===== src/rtl/vending_pkg.sv =====
// Shared types for the vending machine change path: denomination codes, their values
// and the change-dispenser FSM states.
package vending_pkg;

    typedef enum logic [1:0] {
        DENOM_ONE    = 2'b00,
        DENOM_FIVE   = 2'b01,
        DENOM_TEN    = 2'b10,
        DENOM_TWENTY = 2'b11
    } denom_t;

    localparam int unsigned VALUE_ONE    = 1;
    localparam int unsigned VALUE_FIVE   = 5;
    localparam int unsigned VALUE_TEN    = 10;
    localparam int unsigned VALUE_TWENTY = 20;

    typedef enum logic [1:0] {
        ST_IDLE,
        ST_SELECT,
        ST_DISPENSE,
        ST_DONE
    } state_t;

    function automatic int unsigned denom_value(input logic [1:0] code);
        case (code)
            DENOM_ONE:    return VALUE_ONE;
            DENOM_FIVE:   return VALUE_FIVE;
            DENOM_TEN:    return VALUE_TEN;
            default:      return VALUE_TWENTY;
        endcase
    endfunction

endpackage


===== src/rtl/denom_select.sv =====
// Combinational greedy chooser: largest available denomination whose value fits the
// remaining amount.
module denom_select
    import vending_pkg::*;
#(
    parameter int AMOUNT_W = 5
) (
    input  logic [AMOUNT_W-1:0] remaining,
    input  logic [3:0]          avail,
    output logic [1:0]          denom,
    output logic [AMOUNT_W-1:0] value,
    output logic                found
);

    logic [3:0] fits;

    for (genvar gi = 0; gi < 4; gi++) begin : g_fit
        assign fits[gi] = avail[gi] && (32'(remaining) >= denom_value(2'(gi)));
    end

    // Ascending scan so the highest fitting code is the one that sticks.
    always_comb begin
        denom = DENOM_ONE;
        found = 1'b0;
        for (int i = 0; i < 4; i++) begin
            if (fits[i]) begin
                denom = 2'(i);
                found = 1'b1;
            end
        end
    end

    assign value = AMOUNT_W'(denom_value(denom));

endmodule


===== src/rtl/change_dispenser.sv =====
// Change dispenser: returns an amount one note/coin per valid/ready transfer, largest first.
// Optional per-denomination stock tracking is enabled by defining INVENTORY_EN.
module change_dispenser
    import vending_pkg::*;
#(
    parameter int AMOUNT_W   = 5,
    parameter int STOCK_W    = 4,
    parameter int STOCK_INIT = 15
) (
    input  logic                clk_i,
    input  logic                rst_n_i,
    input  logic                start_i,
    input  logic [AMOUNT_W-1:0] change_amount_i,
    input  logic                dispense_ready_i,
    output logic                dispense_valid_o,
    output logic [1:0]          dispense_denom_o,
    output logic                busy_o,
    output logic                done_o,
    output logic                short_o,
    output logic [AMOUNT_W-1:0] remaining_o,
    output logic [AMOUNT_W-1:0] num_twenty_o,
    output logic [AMOUNT_W-1:0] num_ten_o,
    output logic [AMOUNT_W-1:0] num_five_o,
    output logic [AMOUNT_W-1:0] num_one_o,
    input  logic                refill_i
);

    state_t              state_reg, state_next;
    logic [AMOUNT_W-1:0] remaining_reg, remaining_next;
    logic [AMOUNT_W-1:0] value_reg, value_next;
    logic [AMOUNT_W-1:0] tally_reg [4];
    logic [AMOUNT_W-1:0] tally_next [4];
    logic                short_reg, short_next;
    logic                valid_reg, valid_next;
    logic [1:0]          denom_reg, denom_next;
    logic                accept;

    logic [3:0]          avail;
    logic [1:0]          sel_denom;
    logic [AMOUNT_W-1:0] sel_value;
    logic                sel_found;

    denom_select #(.AMOUNT_W(AMOUNT_W)) u_select (
        .remaining (remaining_reg),
        .avail     (avail),
        .denom     (sel_denom),
        .value     (sel_value),
        .found     (sel_found)
    );

`ifdef INVENTORY_EN
    for (genvar gi = 0; gi < 4; gi++) begin : g_stock
        logic [STOCK_W-1:0] stock_reg;

        // Refill takes priority over a simultaneous dispense.
        always_ff @(posedge clk_i or negedge rst_n_i) begin
            if (!rst_n_i) begin
                stock_reg <= STOCK_W'(STOCK_INIT);
            end else if (refill_i) begin
                stock_reg <= STOCK_W'(STOCK_INIT);
            end else if (accept && denom_reg == 2'(gi)) begin
                stock_reg <= stock_reg - STOCK_W'(1);
            end
        end

        assign avail[gi] = (stock_reg != '0);
    end
`else
    logic               unused_refill;
    logic [STOCK_W-1:0] unused_stock_init;

    assign avail             = 4'b1111;
    assign unused_refill     = refill_i;
    assign unused_stock_init = STOCK_W'(STOCK_INIT);
`endif

    always_ff @(posedge clk_i or negedge rst_n_i) begin
        if (!rst_n_i) begin
            state_reg     <= ST_IDLE;
            remaining_reg <= '0;
            value_reg     <= '0;
            short_reg     <= 1'b0;
            valid_reg     <= 1'b0;
            denom_reg     <= DENOM_ONE;
            for (int i = 0; i < 4; i++) begin
                tally_reg[i] <= '0;
            end
        end else begin
            state_reg     <= state_next;
            remaining_reg <= remaining_next;
            value_reg     <= value_next;
            short_reg     <= short_next;
            valid_reg     <= valid_next;
            denom_reg     <= denom_next;
            for (int i = 0; i < 4; i++) begin
                tally_reg[i] <= tally_next[i];
            end
        end
    end

    always_comb begin
        state_next     = state_reg;
        remaining_next = remaining_reg;
        value_next     = value_reg;
        short_next     = short_reg;
        valid_next     = valid_reg;
        denom_next     = denom_reg;
        accept         = 1'b0;
        for (int i = 0; i < 4; i++) begin
            tally_next[i] = tally_reg[i];
        end

        case (state_reg)
            ST_IDLE: begin
                if (start_i) begin
                    remaining_next = change_amount_i;
                    short_next     = 1'b0;
                    for (int i = 0; i < 4; i++) begin
                        tally_next[i] = '0;
                    end
                    state_next = ST_SELECT;
                end
            end
            ST_SELECT: begin
                if (remaining_reg == '0) begin
                    state_next = ST_DONE;
                end else if (sel_found) begin
                    denom_next = sel_denom;
                    value_next = sel_value;
                    valid_next = 1'b1;
                    state_next = ST_DISPENSE;
                end else begin
                    short_next = 1'b1;
                    state_next = ST_DONE;
                end
            end
            ST_DISPENSE: begin
                if (dispense_ready_i) begin
                    accept         = 1'b1;
                    remaining_next = remaining_reg - value_reg;
                    if (tally_reg[denom_reg] != '1) begin
                        tally_next[denom_reg] = tally_reg[denom_reg] + AMOUNT_W'(1);
                    end
                    valid_next = 1'b0;
                    state_next = ST_SELECT;
                end
            end
            ST_DONE: begin
                state_next = ST_IDLE;
            end
            default: begin
                state_next = ST_IDLE;
            end
        endcase
    end

    assign dispense_valid_o = valid_reg;
    assign dispense_denom_o = denom_reg;
    assign busy_o           = (state_reg != ST_IDLE);
    assign done_o           = (state_reg == ST_DONE);
    assign short_o          = short_reg;
    assign remaining_o      = remaining_reg;
    assign num_twenty_o     = tally_reg[DENOM_TWENTY];
    assign num_ten_o        = tally_reg[DENOM_TEN];
    assign num_five_o       = tally_reg[DENOM_FIVE];
    assign num_one_o        = tally_reg[DENOM_ONE];

endmodule

===== config.mk =====
export PLATFORM = sky130hd
export DESIGN_NAME = change_dispenser
export DESIGN_NICKNAME = d
export VERILOG_FILES = /design/src/rtl/vending_pkg.sv /design/src/rtl/denom_select.sv /design/src/rtl/change_dispenser.sv
export SDC_FILE = /design/constraint.sdc
export NUM_CORES = 1
export LEC_CHECK = 0
export ABC_AREA = 1
export BUFFER_PORTS_ARGS = -buffer_cell sky130_fd_sc_hd__buf_4
export CAP_MARGIN = 20
export CELL_PAD_IN_SITES_DETAIL_PLACEMENT = 1
export CELL_PAD_IN_SITES_GLOBAL_PLACEMENT = 2
export CORE_MARGIN = 1.5
export CORE_UTILIZATION = 28
export DETAILED_ROUTE_END_ITERATION = 8
export GPL_ROUTABILITY_DRIVEN = 0
export PLACE_DENSITY_LB_ADDON = 0.1
export SLEW_MARGIN = 20
export SYNTH_ARGS = -nofsm -noshare
export SYNTH_HDL_FRONTEND = slang
export SYNTH_SLANG_ARGS = --single-unit

===== constraint.sdc =====
create_clock -name clk_i -period 1.83 [get_ports clk_i]
set_input_delay 0.366 -clock clk_i [delete_from_list [all_inputs] [get_ports clk_i]]
set_output_delay 0.366 -clock clk_i [all_outputs]
set_load 0.01 [all_outputs]

# Word-level counts from Yosys, hierarchy flattened
# Index checks and enable logic that the tools add are counted.
# Widths: inputs -> output; s select.
# op_classes
order_cmp,6
eq_ne,12
n_reduce_logical,14
bitwise,2
n_mux,34
add_sub_neg,2
# op_table
op,n
$mux 20,3
$pmux 20 s2,1
$mux 5,5
$bwmux 20,1
$pmux 5 s3,1
$mux 1,13
$ne 2x2->1 const B,6
$reduce_and 4->1,3
$bmux 5 s2,1
$demux 5 s2,1
$pmux 5 s2,1
$mux 2,4
$pmux 2 s4,1
$reduce_bool 2->1,4
$eq 2x2->1 const B,3
$reduce_and 3->1,2
$add 5x1->5 const B,1
$ge 5x1->1 const B,1
$ge 5x3->1 const B,1
$ge 5x4->1 const B,1
$ge 5x5->1 const B,1
$logic_not 5->1,1
$ne 5x5->1 const B,1
$sub 5x5->5,1
other kinds (9),12
# word_totals
reg_bits,36
wordCells,80
out_inout_bits,31
in_bits,10

# Depth between registers and ports, before layout
# Gate-level depths: netlist of run 1.
# depth
word_depth,9
mapped_depth,14
depth_no_buf,14

# By module
# Synthesis of run 1 repeated with hierarchy kept, for this count alone.
# hier_totals
cells_unflattened,292
area_unflattened_um2,2207.1
# by_module_without_submodules
mod,seq_area_each_um2,n_inst,cells_per_inst,area_each_um2
change_dispenser,900.9,1,264,2034.5
denom_select,0.0,1,28,172.7

# Worst setup path after synthesis of run 1
# Ideal clock, no wire load.
# synth_timing
path_type,register -> register
from,"reg denom_reg[0], in the netlist dispense_denom_o[0]"
to,"reg tally_reg, in the netlist num_one_o[0]"
period_less_slack_ps,2088
setup_time_ps,129
path_slack_ps,-258
required_time_ps,1701
stages_incl_launch_ff,14
n_path_buf,1
arrival_time_ps,1959
cell_sequence,dfrtp_1 > buf_4 > nand2_1 > o21ai_0 > nand2_1 > nand2_1 > ha_1 > nand2_1 > nor2_1 > ha_1 > nand2_1 > nand2_8 > a21oi_1 > o21ai_0
# synth_between
elab_chain_len,9
elab_cells_between_ends,17
classes_between,add/sub (1); order compare (2); eq/ne (2); mux (9); bitwise (1); reduce/logical (2)
# synth_rtl
element,line,source
from (decl),change_dispenser.sv:35,"logic [1:0] denom_reg, denom_next;"
from (signal assigned),change_dispenser.sv:94,denom_reg <= denom_next;
$not 2->3 (not written as such) (*),"change_dispenser.sv:141, change_dispenser.sv:142",
"$bmux 5 s2, or another cell as far along","change_dispenser.sv:141, change_dispenser.sv:142",
$mux 5 (not written as such) or $logic_and 1x1->1 (tied branches),"change_dispenser.sv:141, change_dispenser.sv:142",
"$mux 5, on equally long branches","change_dispenser.sv:141, change_dispenser.sv:142",
$add 5x1->5 or $demux 5 s2 (tied branches),change_dispenser.sv:142,tally_next[denom_reg] = tally_reg[denom_reg] + AMOUNT_W'(1);
$bwmux 20,change_dispenser.sv:142,
$mux 20,change_dispenser.sv:141,if (tally_reg[denom_reg] != '1) begin
$mux 20,change_dispenser.sv:138,if (dispense_ready_i) begin
$pmux 20 s2,change_dispenser.sv:113,case (state_reg)
"to (signal, indexed assignment)",change_dispenser.sv:96,tally_reg[i] <= tally_next[i];
to (decl),change_dispenser.sv:31,logic [AMOUNT_W-1:0] tally_reg [4];
# Mark *: on every way between the ends. The rest lies on a longest branch, timed or not. The select of a mux whose other input is x is not followed.
# A chain may end at the register's enable or synchronous reset.

# Worst setup path after layout of run 1
# layout_timing
from,"reg denom_reg[0], in the netlist dispense_denom_o[0]"
to,"reg tally_reg, in the netlist num_twenty_o[4]"
# The elaborated chain is that of the path after synthesis.

==> results.cfg, run 1 <==
[status]
status = complete, but fails checks
violations = setup timing

[worst_setup_path]
crit_chain = buf_4, nand2_1, inv_1, a21oi_1, o21ai_2, ha_4, nand2_4, nand2_8, buf_4, a21oi_2, o21ai_1
critical_path_required_ns = 2.00
critical_path.max_fanout = 8
critPathLaunchType = flop
worstPathArrival_ns = 2.27
cp_common_cell = buf_4
crit_type = reg -> reg
end_kind = flop
slowest_delay_ns = 0.47
slowest_stage = dfrtp_2
r2r_cells = 11

[floorplan]
die-height_um = 87.7
floorplan.die_area_um2 = 7700
pin_count = 41
die_w_um = 87.7
core-area_um2 = 6870
fp-row-count = 30
start_util = 0.293

[clocking]
insertion_delay_ns = 0.29
cts_tree = yes
htreeDepth = 2
cts_made_buffers = 5
clock_sinks = 35
cts-root-buf = clkbuf_8
postCtsHoldBufs = 0
clockBufferDepth = 2
cts.clk_slew.worst_paths_ns = 0.08

[final_layout]
nFillCells = 842
multi_input_area_um2 = 1090
layout-drive-gt1-share = 0.382
diodes = 0
postLayoutCellArea_um2 = 2950
area_delta_synth_final_pct = 46.5
regArea_um2 = 878
fin_nets = 351

[drt]
wirelength_um = 6040
routed-via-count = 1923
drtIter0Drc = 43
antenna_left = 0
vias_per_cell = 4.46
dr.pass1.iters = 4
wl_per_cell_um = 14.0
drc = 0

[yosys]
syn_nets = 269
synthTopCellsByCount = nand2_1 (89), dfrtp_1 (35), inv_1 (30)
synth_top_cell_area_share = 0.436
synth_top_cell_by_area = dfrtp_1
synth_warnings = 0
postSynthCellCount = 252
ys_types = 30
synthFlopType = dfrtp_1
synth_area_um2 = 2010
synth_area_leaders = dfrtp_1 (44%), nand2_1 (17%), inv_1 (5.6%)
synth_edf_count = 0
yosysSeqAreaShare = 0.436
yosysMostFrequentCell = nand2_1
synth-seq-cells = 35
syn_avg_cell_area_um2 = 7.98
async_flop_share = 1.00

[power_and_ir_drop]
power_switching_uw = 1870
pwr-share-clk = 0.163
ir_worst_vdd_mv = 0.708
p_comb_frac = 0.563
power.density_nw_per_um2 = 1470
p_int_uw = 2470
power_switching_share = 0.431
p_leak_uw = 0.00153
pwr-share-seq = 0.274

[global_routing]
overflow = 0
antenna_found_initial = 0
gr-max-usage-layer = met2
met3_usage = 0.0330
grt_util_all_layers = 0.174
grt_max_degree = 36
grt_use_met2 = 0.299
grt_pass1_vias = 2064
use_met1 = 0.225
grt_pass1_wl_um = 10100

[worst_hold_path]
hp-class = in -> async

[timing]
finalCritPeriodShare = 1.15
clock_skew_ns = 0.00974
period_needed_ns = 2.10
hold_viol = 0
final.setup.worst_slack_ns = -0.271
max_slew_margin = 0.677
final.setup.tns_ns = -4.18
worst_pin_slew_ns = 0.484
max_freq_mhz = 476
rsz0062_at_grt = true
timing_max_transition_violations_final = 0
setup_viol_count_final = 20

[flow_run]
maxCapViolCount = 0

[place]
place_area_um2 = 2700
hpwl_um = 4680
io_buffers = 39
placed cells by master, fill, tap and decap left out, types with 2 or more instances in the layout:
cell type / synthesis / routed
buf_6: 0 / 4
a21oi_1: 6 / 2
o21ai_0: 22 / 10
o21ai_1: 3 / 14
dfrtp_2: 0 / 2
nand2_1: 89 / 76
o22ai_1: 2 / 2
inv_2: 4 / 4
a21oi_2: 0 / 3
clkbuf_8: 0 / 5
a31oi_1: 2 / 2
nand2_4: 1 / 3
nand2_2: 0 / 11
nand3_1: 11 / 10
dfrtp_1: 35 / 33
buf_4: 1 / 73
nand2_8: 2 / 2
nor3_4: 4 / 4
nor2_1: 16 / 15
o211ai_1: 4 / 4
or2_2: 2 / 2
inv_1: 30 / 29
ha_4: 0 / 2
ha_1: 6 / 4
critical path: cells and delay by family, from the launching register on:
| kind | cells | cell delay (ns) |
|---|---|---|
| AOI/OAI and AO/OA | 4 | 0.63 |
| DFF | 1 | 0.47 |
| buffers and inverters | 3 | 0.41 |
| and+or+nand+nor | 3 | 0.29 |
| adders and majority gates | 1 | 0.17 |
cell type report:
| type | count | area share |
|---|---|---|
| inverters | 35 | 0.0501 |
| flip-flops and latches | 35 | 0.298 |
| repair buffers | 77 | 0.201 |
| well taps | 96 | 0.0408 |
| clock buffers | 5 | 0.0234 |
| multi-input cells | 180 | 0.372 |
| clock inverters | 3 | 0.0149 |
power groups by stage:
stage	registers (µW)	clock network, µW	logic (µW)
after floorplan	1220	0	1240
after global placement	1190	0	2240
after detailed placement	1190	0	2290
after CTS	1190	732	2360
after global routing	1230	765	2730
final	1190	706	2440
layer usage:
metal | share of wire | vias up
li1 | - | 970
met1 | 0.47 | 917
met2 | 0.49 | 31
met3 | 0.028 | 5
met4 | 0.011 | 0
met5 | 0 | -
timing repair:
item	CTS	global route
setup buffers	2	2
endpoints found under the hold margin	0	0
endpoints found under the setup margin	20	21
resized for setup	19	17
pin swaps	16	19
path summary, 6_finish.rpt:
path                                     start             endpoint  slack (ns)
max in group asynchronous              rst_n_i  dispense_denom_o[1]        1.43
setup reg to reg           dispense_denom_o[0]      num_twenty_o[4]       -0.27
hold reg to reg                        short_o              short_o        0.50
min in group clk_i            dispense_ready_i         state_reg[1]        0.30
hold / removal                         rst_n_i        num_five_o[0]        0.03
setup / recovery           dispense_denom_o[0]      num_twenty_o[4]       -0.27
stage by stage:
stage / power, µW / worst slack, ns / util / hold WS, ns / instances
after floorplan: 2460 / -0.0715 / - / 0.0704 / 252
after detailed placement: 3480 / -0.261 / 0.393 / 0.361 / 419
after global routing: 4720 / -0.405 / 0.429 / 0.0601 / 431
after global placement: 3430 / -0.232 / 0.393 / 0.358 / 419
final: 4340 / -0.271 / 0.429 / 0.0350 / 431
after CTS: 4280 / -0.273 / 0.420 / 0.0431 / 429
kinds of logic (layout without fill, tap and decap cells):
logic type	after synthesis	in the layout	share of synthesized area
and+or+nand+nor	129	129	0.312
AOI/OAI and AO/OA	43	43	0.122
buffers and inverters	37	120	0.0784
DFF	35	35	0.436
adders and majority gates	7	7	0.0473
xor gates and xnor gates	1	1	0.00436
Power figures use the tool's default switching activity.
==> inputs of run 2 (changes only) <==
- CORE_UTILIZATION: 28 -> 29
- CTS_BUF_LIST: unset -> sky130_fd_sc_hd__clkbuf_8
- GPL_ROUTABILITY_DRIVEN: 0 -> unset
==> run 2 against run 1 <==
Against the previous run: the flow still finishes with violations (setup timing); register-to-register slack worse by 0.02 ns; power up 4.3%; non-clock buffer count up 11; hold slack worse by 0.0014 ns; sequential share of layout area down 0.93 points; critical path type unchanged.
==> results.cfg, run 2 (synthesis results as in run 1) <==
[power_and_ir_drop]
p_int_uw = 2620
pwr-share-clk = 0.152
power_switching_uw = 1900
power_switching_share = 0.421
p_leak_uw = 0.00159
power.density_nw_per_um2 = 1490
p_comb_frac = 0.590
pwr-share-seq = 0.258
ir_worst_vdd_mv = 0.559

[timing]
finalCritPeriodShare = 1.16
timing_max_transition_violations_final = 0
setup_viol_count_final = 20
hold_viol = 0
period_needed_ns = 2.12
max_slew_margin = 0.678
worst_pin_slew_ns = 0.483
final.setup.worst_slack_ns = -0.293
rsz0062_at_grt = true
clock_skew_ns = 0.0150
max_freq_mhz = 471

[clocking]
postCtsHoldBufs = 0
cts-root-buf = clkbuf_8
cts_tree = yes
clockBufferDepth = 2
htreeDepth = 2
cts.clk_slew.worst_paths_ns = 0.08
clock_sinks = 35
cts_made_buffers = 5
insertion_delay_ns = 0.29

[global_routing]
grt_max_degree = 36
antenna_found_initial = 0
grt_pass1_wl_um = 10200
grt_util_all_layers = 0.179
overflow = 0
grt_pass1_vias = 2110

[worst_setup_path]
crit_type = reg -> reg
slowest_stage = dfrtp_2
critPathLaunchType = flop
crit_chain = buf_6, nand2_2, nand2_2, nand2_1, nand2_2, ha_4, nand2_4, nor2_4, ha_4, nand2_4, nand2_8, buf_4, nor3_4, nand3_1, o21ai_1
cp_common_cell = nand2_2
worstPathArrival_ns = 2.34
critical_path.max_fanout = 6
end_kind = flop
critical_path_required_ns = 2.05
slowest_delay_ns = 0.46

[drt]
drtIter0Drc = 25
vias_per_cell = 4.70
dr.pass1.iters = 4
antenna_left = 0
drc = 0
wirelength_um = 6280
routed-via-count = 2004
wl_per_cell_um = 14.7

[floorplan]
pin_count = 41
fp-row-count = 30
die_w_um = 86.3
die-height_um = 86.3
floorplan.die_area_um2 = 7440
start_util = 0.298
core-area_um2 = 6760

[final_layout]
most-common-layout-cells = buf_4 (84), nand2_1 (75), dfrtp_1 (34), inv_1 (28)
nFillCells = 839
diodes = 0
final_util = 0.449
final_common_cell = buf_4
multi_input_area_um2 = 1120
fin_nets = 362
fin_cells = 426
layout-drive-gt1-share = 0.416
area_delta_synth_final_pct = 51.0
regArea_um2 = 877

[flow_run]
maxCapViolCount = 0

[place]
place_congestion = 0.846
place_ws_ns = -0.264
dp.cells = 404
hpwl_um = 4680
io_buffers = 39

[status]
violations = setup timing
status = complete, but fails checks

[worst_hold_path]
hp-class = in -> async
[run 2: final timing paths]
path,start,to,slack (ns),cells after the start
setup reg to reg,dispense_denom_o[0],num_ten_o[2],-0.29,15
hold reg to reg,short_o,short_o,0.50,2
max in group asynchronous,rst_n_i,dispense_denom_o[0],1.44,1
min in group clk_i,dispense_ready_i,state_reg[1],0.31,2
hold / removal,rst_n_i,num_ten_o[4],0.03,1
setup / recovery,dispense_denom_o[0],num_ten_o[2],-0.29,15
[run 2: power groups by stage]
stage	Clock, µW	Combinational (µW)	Sequential (µW)
2_1_floorplan	0	1240	1220
3_3_place_gp	0	2280	1160
3_5_place_dp	0	2330	1170
4_1_cts	704	2470	1170
5_1_grt	739	2970	1200
6_report	688	2670	1170
[run 2: worst max-delay path, delay by kind of cell, from the launching register on]
kind                     cells  cell delay, ns
AO/OA/AOI/OAI                1            0.08
adder cells (fa/ha/maj)      2            0.32
flip-flops                   1            0.46
buffers and inverters        2            0.28
AND/OR/NAND/NOR             10            0.87
[run 2: cell type report]
type	instances	area share
clock inverters	3	0.0124
flip-flops and latches	35	0.289
well taps	80	0.0330
inverters	35	0.0486
multi-input cells	180	0.369
repair buffers	88	0.225
clock buffers	5	0.0227
[run 2: routing by layer]
metal  share of wire  routed length [µm]  global-route usage  up-vias
met1            0.42                2620               0.203      963
li1                -                   -                   -     1001
met3           0.029                 180              0.0324        7
met4           0.013                  81              0.0513        0
met2            0.54                3400               0.341       33
met5               0                   0                   0        -
[run 2: metrics by stage]
stage                     total power (µW)  setup TNS, ns  hold WS, ns  instance area (µm²)
after floorplan                       2460         -0.767       0.0704                 2040
after global placement                3440          -3.73        0.365                 2680
after detailed placement              3500          -4.34        0.369                 2680
after CTS                             4340          -4.13       0.0551                 2920
after global routing                  4900          -7.93       0.0720                 3040
final                                 4520          -4.92       0.0335                 3040
[run 2: timing repair]
action                                  in CTS  in global routing
resized for setup                           19                 19
endpoints found under the setup margin      21                 21
pin swaps                                   17                 24
buffers inserted                             8                  6
==> inputs of run 3 (changes only) <==
- PLACE_DENSITY: unset -> 0.76
- PLACE_DENSITY_LB_ADDON: 0.1 -> unset
- SLEW_MARGIN: 20 -> 10
- TNS_END_PERCENT: unset -> 30
==> run 3 against run 2 <==
Against the previous run: the flow still finishes with violations (setup timing); clock power is 3.8% higher; via count down 3.4%; first-iteration DRC count is 140% higher; setup slack improved by 0.051 ns; critical endpoint is now num_one_o[2]; largest cell class unchanged.
==> results.cfg, run 3 (synthesis results as in run 1) <==
[global_routing]
overflow = 0
grt_pass1_vias = 2018
grt_util_all_layers = 0.175
antenna_found_initial = 0
grt_pass1_wl_um = 9960
grt_max_degree = 36

[timing]
rsz0062_at_grt = true
max_slew_margin = 0.684
period_needed_ns = 2.07
max_freq_mhz = 483
final.setup.tns_ns = -3.99
clock_skew_ns = 0.00627
finalCritPeriodShare = 1.13
worst_pin_slew_ns = 0.474
hold_ws_ns = 0.0213
timing_max_transition_violations_final = 0
setup_viol_count_final = 20
hold_viol = 0
final.setup.worst_slack_ns = -0.241

[power_and_ir_drop]
ir_worst_vdd_mv = 0.660
pwr-share-clk = 0.167
p_comb_frac = 0.557
p_int_uw = 2390
power_switching_uw = 1890
power.density_nw_per_um2 = 1450
p_leak_uw = 0.00152
pwr-share-seq = 0.276
power_switching_share = 0.441

[final_layout]
most-common-layout-cells = nand2_1 (74), buf_4 (67), dfrtp_1 (34), inv_1 (29), nor2_1 (15)
fin_cells = 410
fin_nets = 346
area_delta_synth_final_pct = 46.3
layout-drive-gt1-share = 0.382
final_common_cell = nand2_1
diodes = 0

[drt]
vias_per_cell = 4.72
wirelength_um = 5950
antenna_left = 0
drtIter0Drc = 60
wl_per_cell_um = 14.5
dr.pass1.iters = 4
drc = 0
routed-via-count = 1936

[worst_setup_path]
critical_path.max_fanout = 6
worstPathArrival_ns = 2.30
end_kind = flop
critical_path_required_ns = 2.05
critPathLaunchType = flop
r2r_slack_ns = -0.24
crit_chain = inv_4, buf_4, nand2_1, o22ai_1, a21oi_2, o21ai_2, ha_4, nand2_8, nand2_8, nor3_4, nand3_1, o21ai_1
crit_type = reg -> reg
slowest_delay_ns = 0.48
path_buf_inv = 2
crit_family = simple AND/OR/NAND/NOR gates
slowest_stage = dfrtp_2
cp_common_cell = nand2_8

[status]
status = complete, but fails checks
violations = setup timing

[clocking]
insertion_delay_ns = 0.29
cts_made_buffers = 5
clock_sinks = 35
cts-root-buf = clkbuf_8
htreeDepth = 2
postCtsHoldBufs = 0
clockBufferDepth = 2
cts_tree = yes
cts.clk_slew.worst_paths_ns = 0.08

[place]
dp.cells = 395
io_buffers = 39
place_congestion = 0.779
place_ws_ns = -0.321
hpwl_um = 4430

[floorplan]
die_w_um = 86.3
die-height_um = 86.3
core-area_um2 = 6760
start_util = 0.298
pin_count = 41
floorplan.die_area_um2 = 7440
fp-row-count = 30

[worst_hold_path]
hp-class = in -> async

[flow_run]
maxCapViolCount = 0
[run 3: repair_timing]
item                                    4_1_cts  5_1_grt
resized for setup                            16       22
setup buffers                                 4        2
pin swaps                                    12       22
endpoints found under the setup margin       20       21
gates cloned                                  1        0
[run 3: area by class of cell]
cell class / count / area, µm²
Tap cell: 80 / 100
Inverter: 35 / 148
Clock inverter: 3 / 43.8
Multi-Input combinational cell: 181 / 1140
Sequential cell: 35 / 877
Timing Repair Buffer: 71 / 566
Fill cell: 827 / 3810
Clock buffer: 5 / 68.8
[run 3: power groups by stage]
| stage | Combinational, µW | Clock [µW] | Sequential (µW) |
|---|---|---|---|
| final | 2380 | 714 | 1180 |
| after floorplan | 1240 | 0 | 1220 |
| after global routing | 2690 | 772 | 1220 |
| after CTS | 2310 | 740 | 1180 |
| after detailed placement | 2180 | 0 | 1190 |
| after global placement | 2130 | 0 | 1180 |
[run 3: path summary, 6_finish.rpt]
path / startpoint / end / depth (start not counted)
worst min-delay path: rst_n_i / num_ten_o[1] / 1
worst min register to register: short_o / short_o / 2
max in group asynchronous: rst_n_i / dispense_denom_o[0] / 1
worst max-delay path: dispense_denom_o[0] / num_one_o[2] / 12
worst max register to register: dispense_denom_o[0] / num_one_o[2] / 12
min in group clk_i: dispense_ready_i / state_reg[1] / 2
[run 3: metal layers]
metal	vias to the layer above	global-route usage	share of wire
li1	962	-	-
met1	930	0.235	0.47
met2	36	0.285	0.48
met3	8	0.0362	0.032
met4	0	0.0557	0.018
met5	-	0	0
[run 3: metrics by stage]
| stage | utilization | power (µW) | instance area (µm²) |
|---|---|---|---|
| 2_1_floorplan | - | 2460 | 2040 |
| 3_3_place_gp | 0.387 | 3310 | 2620 |
| 3_5_place_dp | 0.387 | 3360 | 2620 |
| 4_1_cts | 0.424 | 4230 | 2860 |
| 5_1_grt | 0.435 | 4680 | 2940 |
| 6_report | 0.435 | 4280 | 2940 |
